## src/rtl/fxp_alu_cmd_sequencer.sv

```systemverilog
// fxp_alu_cmd_sequencer: FIFO-buffered command front-end with a registered result stage for a combinational fixed-point ALU.
// Optional overflow flag output res_ovf is built when FXP_SEQ_OVF_EN is defined.
module fxp_alu_cmd_sequencer #(
    parameter int N     = 32,
    parameter int Q     = 12,
    parameter int DEPTH = 4
) (
    input  logic         clk,
    input  logic         rst_n,
    input  logic         cmd_valid,
    output logic         cmd_ready,
    input  logic [1:0]   cmd_op,
    input  logic [N-1:0] cmd_a,
    input  logic [N-1:0] cmd_b,
    output logic [N-1:0] alu_a,
    output logic [N-1:0] alu_b,
    output logic [1:0]   alu_op,
    input  logic [N-1:0] alu_out,
    output logic         res_valid,
    input  logic         res_ready,
    output logic [N-1:0] res_data,
    output logic [1:0]   res_op,
`ifdef FXP_SEQ_OVF_EN
    output logic         res_ovf,
`endif
    output logic         busy
);
    localparam int AW = $clog2(DEPTH);
    localparam int W  = 2 * N + 2;

    logic [W-1:0]  mem [DEPTH];
    logic [AW-1:0] wptr, rptr;
    logic [AW:0]   count;
    logic          push, pop, empty;
    logic          unused_cfg;

    assign unused_cfg = (Q < N);

    always_comb begin
        empty     = count == '0;
        cmd_ready = count != (AW + 1)'(DEPTH);
        push      = cmd_valid & cmd_ready;
        pop       = !empty & (!res_valid | res_ready);
        {alu_op, alu_a, alu_b} = empty ? '0 : mem[rptr];
        busy      = !empty | res_valid;
    end

    always_ff @(posedge clk)
        if (push) mem[wptr] <= {cmd_op, cmd_a, cmd_b};

`ifdef FXP_SEQ_OVF_EN
    logic ovf_next, sa, sb, so;
    always_comb begin
        sa       = alu_a[N-1];
        sb       = alu_b[N-1];
        so       = alu_out[N-1];
        ovf_next = (alu_op == 2'b00) ? (sa == sb) & (so != sa) :
                   (alu_op == 2'b01) ? (sa != sb) & (so != sa) : 1'b0;
    end

    always_ff @(posedge clk)
        if (!rst_n) res_ovf <= 1'b0;
        else if (pop) res_ovf <= ovf_next;
`endif

    always_ff @(posedge clk) begin
        if (!rst_n) begin
            wptr      <= '0;
            rptr      <= '0;
            count     <= '0;
            res_valid <= 1'b0;
            res_data  <= '0;
            res_op    <= '0;
        end else begin
            if (push) wptr <= wptr + 1'b1;
            count <= count + (AW + 1)'(push) - (AW + 1)'(pop);
            if (pop) begin
                rptr      <= rptr + 1'b1;
                res_data  <= alu_out;
                res_op    <= alu_op;
                res_valid <= 1'b1;
            end else if (res_ready) begin
                res_valid <= 1'b0;
            end
        end
    end
endmodule

```

## config.mk

```make
export PLATFORM = sky130hd
export DESIGN_NAME = fxp_alu_cmd_sequencer
export DESIGN_NICKNAME = d
export VERILOG_FILES = /design/src/rtl/fxp_alu_cmd_sequencer.sv
export SDC_FILE = /design/constraint.sdc
export NUM_CORES = 1
export LEC_CHECK = 0
export CORE_MARGIN = 4
export CORE_UTILIZATION = 53
export CTS_CLUSTER_SIZE = 24
export DETAILED_ROUTE_END_ITERATION = 6
export PLACE_DENSITY_LB_ADDON = 0.1
export REMOVE_ABC_BUFFERS = 1
export SYNTH_ARGS = -nofsm -noshare
export SYNTH_HDL_FRONTEND = slang
export SYNTH_SLANG_ARGS = --single-unit
```

## constraint.sdc

```tcl
create_clock -name clk -period 4.2 [get_ports clk]
set_clock_uncertainty 0.1 [all_clocks]
set_input_delay 1.26 -clock clk [delete_from_list [all_inputs] [get_ports clk]]
set_output_delay 1.26 -clock clk [all_outputs]
set_load 0.005 [all_outputs]
```

## Yosys cells after proc, flatten, opt, wreduce, memory -nomap -nowiden

Memories as Yosys holds them, arrays and structs flattened. A register that Yosys moved wholly into a read port is not among the register bits.
Cells that the tools add are included.

| cells by class | value |
|---|---|
| reductions and logical operators | 4 |
| bitwise logic cells | 4 |
| multiplexer cells | 7 |
| equality and inequality tests | 1 |
| add/sub/neg operators | 4 |

Operators by type and width:

| cell | number |
|---|---|
| 2-to-1 mux 66 bit | 1 |
| adder 2 x 1 -> 2 bit (second input constant) | 2 |
| 2-to-1 mux 1 bit | 4 |
| 2-to-1 mux 2 bit | 2 |
| adder 3 x 1 -> 3 bit | 1 |
| zero test 3 bit | 1 |
| inequality test 3 bit (second input constant) | 1 |
| subtractor 3 x 1 -> 3 bit | 1 |
| AND 1 bit | 2 |
| zero test 1 bit | 2 |
| bitwise OR 1 bit | 2 |
| nonzero test 2 bit | 1 |

| word-level totals | value |
|---|---|
| memories | 1 |
| logic and storage cells | 27 |
| input bits | 102 |
| output and inout bits | 103 |
| flip-flop bits (word level) | 42 |
| bits in writable memories | 264 |

Memory list:

| name | words | width | read ports | clocked after Yosys merged registers in | wr ports | line | source |
|---|---|---|---|---|---|---|---|
| mem | 4 | 66 | 1 | 1 | 1 | 31 | `logic [W-1:0] mem [DEPTH];` |

## Logic depth before layout (Yosys ltp)

Gate-level depths: netlist (run 1).

| depth | value |
|---|---|
| depth in word-level cells | 5 |
| gate-level depth with buffers | 12 |
| mapped depth without buffers | 10 |

## Worst setup path before layout (run 1)

No wires, ideal clock.

| timing path | value |
|---|---|
| path type | input to register |
| from | input cmd_valid |
| to | memory mem[0][0] (netlist bit), enable pin |
| setup slack | 0.560 ns |
| data required time | 3.669 ns |
| arrival time | 3.109 ns |
| cell stages on the path | 2 |
| cells stage by stage | buf_1 > and3_1 |

| on the way | value |
|---|---|
| longest elaborated chain between the ends | 3 |

Ends and longest elaborated chain:

| what | line | source |
|---|---|---|
| start: declaration | 10 | `input logic cmd_valid,` |
| AND 1 bit | 42 | `push = cmd_valid & cmd_ready;` |
| 2-to-1 mux 1 bit | 49 | `if (push) mem[wptr] <= {cmd_op, cmd_a, cmd_b};` |
| 2-to-1 mux 1 bit (implied by the code) | 49 |  |
| end: declaration | 31 |  |

No other way between the ends.

## Worst setup path after layout (run 1)

| timing path | value |
|---|---|
| from | register count[1] |
| to | output alu_b[3] |

| on the way | value |
|---|---|
| longest elaborated chain between the ends | 2 |

Ends and longest elaborated chain:

| what | line | source |
|---|---|---|
| start: declaration | 33 | `logic [AW:0] count;` |
| start signal: assignment | 76 | `count <= count + (AW + 1)'(push) - (AW + 1)'(pop);` |
| zero test 3 bit | 40 | `empty = count == '0;` |
| 2-to-1 mux 66 bit | 44 | `{alu_op, alu_a, alu_b} = empty ? '0 : mem[rptr];` |
| end: declaration | 16 | `output logic [N-1:0] alu_b,` |

No other way between the ends.

==> results_dict.tcl, run 1 <==
set metrics [dict create \
    start_util 0.538 \
    grt.total_usage 0.192 \
    power_leakage_nw 4.99 \
    max_stage_delay_ns 0.67 \
    path_clk_slew_ns 0.06 \
    ys_warn_count 0 \
    cts_buffers 30 \
    fp-row-count 54 \
    worst_slew_pin_slew_ns 0.571 \
    drt_wl_total_mm 23.7 \
    worstSetupStartpointType "register" \
    synth_cells 630 \
    crit_required_ns 2.84 \
    drt-wirelength-per-cell_um 20.8 \
    antenna_found_initial 0 \
    crit_path_max_fanout 40 \
    async_flop_share 0 \
    fmax_ghz 0.253 \
    vdd_ir_drop_max_uv 408 \
    pwr_density_cell_mw_per_mm2 640 \
    drtIter0Drc 480 \
    cts-root-buf "clkbuf_16" \
    drc 0 \
    drive_gt1_frac 0.163 \
    finish.utilization 0.696 \
    min_period_over_period 0.942 \
    grt_pass1_vias 6762 \
    critPathLaunch "count[1]" \
    firstDrtPassIters 4 \
    die_y_um 157 \
    dpl.hpwl_mm 14.8 \
    grt.overflow.total 0 \
    crit_chain "or3_2 > buf_4 > and2_1 > clkdlybuf4s50_1" \
    seq_area_mm2 0.00882 \
    port_buffers 204 \
    yosysUniqueCellTypes 25 \
    gp_congestion 0.900 \
    multi_input_area_mm2 0.00273 \
    cts.repair.resized 0 \
    synth_ff_type "edfxtp_1" \
    synth-edff-count 264 \
    avgSynthCellArea_um2 18.6 \
    vias 6355 \
    critPathTopFamily "simple AND/OR/NAND/NOR gates" \
    ys_ff_latch 308 \
    relSlewSlack 0.620 \
    synthToLayoutAreaGrowth_pct 29.4 \
    layout_commonest_cell "edfxtp_1" \
    hp-start "rptr[1]" \
    die-area_mm2 0.0246 \
    critPathArrivalTime_ns 2.60 \
    clock_latency_ns 0.52 \
    die_w_um 157 \
    nets 950 \
    final.min_clock_period_ns 3.96 \
    finalSetupViolations 0 \
    r2r_cells 10 \
    r2r-end "count[2]" \
    drv_slew 0 \
    cts_tree "built" \
    holdBufCountCts 0 \
    antenna_left 0 \
    viasPerCell 5.56 \
    io_pins 205 \
    cap_violations 0 \
    synth_seq_area_share 0.750 \
    syn_area_mm2 0.0117 \
    postCtsSetupRepairBufs 0 \
    endpoint_kind "primary output" \
    fillCellCount 1403 \
    r2r_setup_slack_ns 1.70 \
    hold_slack_ns 0.374 \
    grt_pass1_wl_mm 36.9 \
    cts_sinks 308 \
    r2r-start "count[2]" \
    hold-path-cell-count 2 \
    rsz0062_at_grt "false" \
    critical_path_class "reg -> out" \
    hold_class "reg -> reg" \
    core_area_mm2 0.0218 \
    antennaDiodeCount 0 \
    critPathSlowestCell "or3_2" \
    htree_levels 1 \
    status "completed" \
    grt_max_degree 47 \
    hold_violations 0 \
    cts_buffer_depth 3 \
    layout_common_cells "edfxtp_1, clkdlybuf4s50_1, and2_1" \
    path_buf_inv 2 \
]
sequential cells by signal, indices dropped and copies added, names as in the netlist, named ones only:
name,flops
mem,264
res_data,32
count,3
res_op,2
rptr,2
wptr,2
res_valid,1
how the worst max path moves through the flow:
| stage | end | depth (start not counted) |
|---|---|---|
| floorplan | alu_op[0] | 2 |
| global placement | count[2] | 10 |
| detailed placement | count[2] | 10 |
| CTS | alu_b[23] | 4 |
| global route | alu_b[3] | 4 |
| finish | alu_b[3] | 4 |
cell families (layout without fill, tap and decap cells):
family | count (synthesis) | after routing | synth area share
compound gates | 76 | 76 | 0.0328
fa+ha+maj | 7 | 7 | 0.00810
buf+inv | 48 | 282 | 0.0202
mux | 67 | 67 | 0.127
xor+xnor | 1 | 1 | 0.000746
simple gates | 123 | 123 | 0.0605
flops | 308 | 308 | 0.750
per-layer routing:
metal	routed length (um)	global-route usage
met4	272	0.0351
met2	11900	0.339
met3	1890	0.0415
met1	9640	0.251
met5	0	0
final cells by class:
class,count,share of cell area
clock buffer,43,0.0598
clock inverter,12,0.00700
inverter,5,0.00124
multi-input combinational,274,0.179
sequential,308,0.580
tap,280,0.0231
timing repair buffer,222,0.149
worst register-to-register path: stages (launching register included):
cell,delay (ns)
dfxtp_1,0.39
or3b_1,0.51
nand2_1,0.12
ha_1,0.23
inv_1,0.05
ha_1,0.13
inv_1,0.05
fa_1,0.40
xor2_1,0.16
and2_1,0.16
nor3_1,0.12
power breakdown:
| part | switching, mW | total [mW] | internal, mW |
|---|---|---|---|
| Sequential | 0.168 | 3.88 | 3.71 |
| Combinational | 1.33 | 3.18 | 1.85 |
| Clock | 1.05 | 2.66 | 1.62 |
| Total | 2.54 | 9.72 | 7.18 |
synth_stat cells (3+ instances only):
cell / instances / area, um^2
edfxtp_1: 264 / 7930
and2_1: 68 / 425
mux4_2: 66 / 1490
dfxtp_1: 44 / 881
a21oi_1: 39 / 195
nand3_1: 37 / 185
o21ai_0: 35 / 175
clkbuf_1: 18 / 67.6
buf_2: 16 / 80.1
ha_1: 6 / 75.1
buf_6: 5 / 56.3
inv_1: 5 / 18.8
and3_1: 4 / 25.0
buf_1: 4 / 15.0
nand2b_1: 3 / 18.8
nor2_1: 3 / 11.3
through the flow:
step | power, mW | std cells | area (um^2) | setup slack [ns] | TNS (ns)
after global routing | 10.2 | 1144 | 15200 | 0.147 | 0
after CTS | 9.86 | 1144 | 15200 | 0.213 | 0
after floorplan | 5.53 | 587 | 11500 | -0.806 | -51.73
final | 9.72 | 1144 | 15200 | 0.245 | 0
after detailed placement | 7.18 | 1089 | 14200 | 0.656 | 0
after global placement | 7.10 | 1089 | 14200 | 0.705 | 0
No activity file was read; power rests on OpenSTA's default activity.
==> run 2, diff against run 1 <==
Settings changed: CORE_ASPECT_RATIO set to 1.1.
==> run 2 against run 1 <==
Fmax up 0.85%. Sequential power about the same. Utilization about the same. Sequential cell count unchanged. Cell area down 1.1%. Critical path depth unchanged. Global-route usage up 0.36 points. Combinational power up 2%. Clock power down 14%. Setup slack better by 0.034 ns. Die area about the same. Wire length up 0.27%. Critical endpoint is now alu_op[0].
==> results_dict.tcl, run 2 (same netlist as run 1, synthesis figures left out) <==
set metrics [dict create \
    drc 0 \
    critical_path_class "reg -> out" \
    drt_wl_total_mm 23.8 \
    hold_slack_ns 0.373 \
    antennaDiodeCount 0 \
    finalSetupViolations 0 \
    hold-path-cell-count 2 \
    fillCellCount 1462 \
    grt_pass1_wl_mm 37.3 \
    crit_chain "buf_4 > mux4_2 > and2_1 > clkdlybuf4s50_1" \
    die_y_um 164 \
    multi_input_area_mm2 0.00273 \
    layout_top_registers "mem (264), res_data (32), count (3)" \
    hp-start "rptr[1]" \
    pwr_density_cell_mw_per_mm2 625 \
    seq_area_mm2 0.00882 \
    vias 6385 \
    core_area_mm2 0.0216 \
    r2r-end "count[2]" \
    r2r_setup_slack_ns 1.63 \
    nets 949 \
    place_area_mm2 0.0142 \
    die-area_mm2 0.0246 \
    power_leakage_nw 4.89 \
    antenna_left 0 \
    stdcell_area_mm2 0.0150 \
    layout_common_cells "edfxtp_1, clkdlybuf4s50_1, and2_1" \
    grt.total_usage 0.196 \
    path_buf_inv 2 \
    synthToLayoutAreaGrowth_pct 28.0 \
    min_period_over_period 0.934 \
    worstSetupStartpointType "register" \
    drt-wirelength-per-cell_um 20.7 \
    endpoint_kind "primary output" \
    rsz0062_at_grt "false" \
    viasPerCell 5.55 \
    critPathTopFamily "buffers and inverters" \
    r2r_cells 10 \
    cts-root-buf "clkbuf_16" \
    hold_class "reg -> reg" \
    crit_required_ns 2.84 \
    start_util 0.544 \
    cts_buffer_depth 3 \
    die_w_um 150 \
    drive_gt1_frac 0.146 \
    grt_pass1_vias 6798 \
    port_buffers 204 \
    regMostFlops "mem" \
    clock_latency_ns 0.52 \
    max_stage_delay_ns 0.56 \
    vdd_ir_drop_max_uv 539 \
    final.min_clock_period_ns 3.92 \
    fmax_ghz 0.255 \
    largest_register_ffs 264 \
    layout_commonest_cell "edfxtp_1" \
    r2r-start "count[2]" \
    drv_slew 0 \
    status "completed" \
    dpl.hpwl_mm 15.1 \
    grt_max_degree 101 \
    cts_buffers 29 \
    critPathArrivalTime_ns 2.56 \
    fp-row-count 56 \
    postCtsSetupRepairBufs 0 \
    path_clk_slew_ns 0.06 \
    crit_path_max_fanout 13 \
    relSlewSlack 0.683 \
    hold_violations 0 \
    drtIter0Drc 322 \
    cts.repair.resized 0 \
    io_pins 205 \
    firstDrtPassIters 5 \
    cts_tree "built" \
    critPathSlowestCell "mux4_2" \
    antenna_found_initial 1 \
    worst_slew_pin_slew_ns 0.475 \
    grt.overflow.total 0 \
    holdBufCountCts 0 \
    cts_sinks 308 \
    htree_levels 1 \
    cap_violations 0 \
    gp_congestion 0.727 \
]
[run 2: area by class of cell]
class	count	area share
Tap cell	290	0.0241
Clock inverter	6	0.00175
Sequential cell	308	0.587
Multi-Input combinational cell	274	0.181
Clock buffer	46	0.0532
Inverter	5	0.00125
Timing Repair Buffer	222	0.152
[run 2: worst reg2reg max path, cell delays in order (launching register included)]
cell	delay, ns
dfxtp_1	0.40
or3b_1	0.53
nand2_1	0.13
ha_1	0.23
inv_1	0.06
ha_1	0.14
inv_1	0.05
fa_1	0.40
xor2_1	0.17
and2_1	0.17
nor3_1	0.12
[run 2: per-layer routing]
layer,track usage,wire length (um),vias to the layer above
met4,0.0358,343,2
met5,0,7,-
met2,0.345,12300,209
met3,0.0425,1650,30
met1,0.256,9510,3248
li1,-,-,2896
[run 2: metrics by stage]
step | setup WS [ns] | power [mW] | cells | TNS, ns | util
2_1_floorplan | -0.806 | 5.53 | 587 | -51.73 | -
5_1_grt | 0.142 | 9.91 | 1151 | 0 | 0.696
4_1_cts | 0.212 | 9.55 | 1151 | 0 | 0.696
3_5_place_dp | 0.619 | 7.24 | 1099 | 0 | 0.658
6_report | 0.278 | 9.38 | 1151 | 0 | 0.696
3_3_place_gp | 0.719 | 7.15 | 1099 | 0 | 0.658
[run 2: report_power, final]
group	switching [mW]	internal (mW)	total (mW)
registers	0.145	3.71	3.86
logic	1.38	1.86	3.24
clock network	0.992	1.29	2.28
[run 2: worst max-delay path by stage]
| stage | startpoint | to | depth (start not counted) |
|---|---|---|---|
| 6_report | register | alu_op[0] | 4 |
| 5_1_grt | register | alu_op[0] | 4 |
| 4_1_cts | register | alu_op[0] | 4 |
| 3_5_place_dp | cmd_valid | count[2] | 10 |
| 3_3_place_gp | cmd_valid | count[2] | 10 |
| 2_1_floorplan | register | alu_op[0] | 2 |
==> run 3, diff against run 2 <==
Settings changed: CAP_MARGIN set to 25, PLACE_DENSITY_LB_ADDON 0.1 to 0.25.
==> run 3 against run 2 <==
Largest cell class unchanged. Setup slack worse by 0.048 ns. Hold slack better by 0.0053 ns. Sequential power about the same. First-iteration DRC count up 5.6%. Clock-buffer cell count down 9. Clock power up 12%. Global-route usage down 0.098 points. Die area unchanged. Utilization up 0.33 points.
==> results_dict.tcl, run 3 (same netlist as run 1, synthesis figures left out) <==
set metrics [dict create \
    status "completed" \
    endpoint_kind "primary output" \
    die_y_um 164 \
    largest_register_ffs 264 \
    synthToLayoutAreaGrowth_pct 28.6 \
    firstDrtPassIters 5 \
    drive_gt1_frac 0.151 \
    power_frac_seq 0.399 \
    drc 0 \
    crit_path_max_fanout 66 \
    r2r-start "count[1]" \
    pwr_density_cell_mw_per_mm2 636 \
    port_buffers 204 \
    dpl_worst_slack_ns 0.602 \
    crit_required_ns 2.84 \
    viasPerCell 5.53 \
    drtIter0Drc 340 \
    grt_pass1_wl_mm 37.1 \
    gp_congestion 0.758 \
    antenna_found_initial 0 \
    finalSetupViolations 0 \
    hold-path-cell-count 2 \
    r2r_setup_slack_ns 1.64 \
    cts_tree "built" \
    regMostFlops "mem" \
    hold_class "reg -> reg" \
    cts-root-buf "clkbuf_16" \
    netSwitchingFraction 0.266 \
    p_total_mw 9.60 \
    layout_common_cells "edfxtp_1, clkdlybuf4s50_1, and2_1" \
    critPathArrivalTime_ns 2.61 \
    layout_commonest_cell "edfxtp_1" \
    cap_violations 0 \
    die_w_um 150 \
    power_leakage_nw 4.92 \
    final.min_clock_period_ns 3.97 \
    max_stage_delay_ns 0.58 \
    fin_ws_ns 0.230 \
    rsz0062_at_grt "false" \
    start_util 0.544 \
    fmax_ghz 0.252 \
    path_clk_slew_ns 0.06 \
    die-area_mm2 0.0246 \
    drt-wirelength-per-cell_um 20.7 \
    grt_pass1_vias 6860 \
    antennaDiodeCount 0 \
    layout_top_registers "mem (264), res_data (32), count (3)" \
    cts_buffer_depth 3 \
    grt_max_degree 67 \
    nets 947 \
    power_switching_mw 2.55 \
    drt_wl_total_mm 23.8 \
    postCtsSetupRepairBufs 0 \
    relSlewSlack 0.628 \
    grt.overflow.total 0 \
    clock_latency_ns 0.53 \
    combPwrFrac 0.334 \
    holdBufCountCts 0 \
    worst_slew_pin_slew_ns 0.558 \
    pwr-share-clk 0.267 \
    r2r-end "count[2]" \
    min_period_over_period 0.945 \
    critPathSlowestCell "mux4_2" \
    holdPathEnd "res_data[25]" \
    drv_slew 0 \
    crit_chain "buf_12 > mux4_2 > and2_1 > clkdlybuf4s50_1" \
    hp-start "res_data[25]" \
    vias 6363 \
    htree_levels 1 \
    fp-row-count 56 \
    worstSetupStartpointType "register" \
    p_int_mw 7.05 \
    antenna_left 0 \
    cts_buffers 29 \
    r2r_cells 11 \
    hold_slack_ns 0.378 \
    io_pins 205 \
    vdd_ir_drop_max_uv 376 \
    cts.repair.resized 0 \
    critical_path_class "reg -> out" \
    core_area_mm2 0.0216 \
    hold_violations 0 \
    dpl.hpwl_mm 14.8 \
    cts_sinks 308 \
    grt.total_usage 0.195 \
]
run 3: cell types whose count changed in the layout (fill, tap and decap cells not counted), sizes merged:
cell and change:
buf -2, clkbuf -9, clkinv +4, inv +1, bufinv +4, clkinvlp +2
run 3: how the worst max path moves through the flow:
stage | slack (ns) | endpoint | cells after the start | startpoint
CTS | 0.16 | alu_op[0] | 4 | register
floorplan | -0.81 | alu_op[0] | 2 | register
global route | 0.06 | alu_a[6] | 4 | register
detailed placement | 0.60 | count[2] | 10 | cmd_valid
finish | 0.23 | alu_b[10] | 4 | register
global placement | 0.71 | count[2] | 10 | cmd_valid
run 3: critical path, delay by kind of cell (launching register included):
family	cells	cell delay (ns)
simple gates	1	0.19
mux	1	0.58
buf+inv	2	0.91
flops	1	0.35
run 3: stage by stage:
step	cell area, um^2	cells	TNS (ns)	utilization
after floorplan	11500	587	-51.73	-
after global placement	14200	1097	0	0.656
after detailed placement	14200	1097	0	0.656
after CTS	15100	1151	0	0.700
after global routing	15100	1151	0	0.700
final	15100	1151	0	0.700
run 3: power groups by stage:
stage	Clock [mW]	Combinational, mW	Sequential (mW)
final	2.56	3.21	3.83
after detailed placement	0	3.26	3.90
after floorplan	0	1.47	4.06
after global placement	0	3.21	3.86
after global routing	2.75	3.48	3.86
after CTS	2.62	3.28	3.84
run 3: metal layers:
layer	global-route usage	vias to the layer above	wire length (um)
met1	0.242	3208	9240
met3	0.0466	39	1820
met2	0.345	230	12300
met5	0	-	0
met4	0.0520	0	484
li1	-	2886	-
run 3: area by class of cell:
type | count | area [um^2]
clock buffer | 37 | 756
tap | 290 | 363
sequential | 308 | 8820
multi-input combinational | 274 | 2720
timing repair buffer | 220 | 2240
inverter | 5 | 18.8
clock inverter | 17 | 184
fill | 1425 | 6480
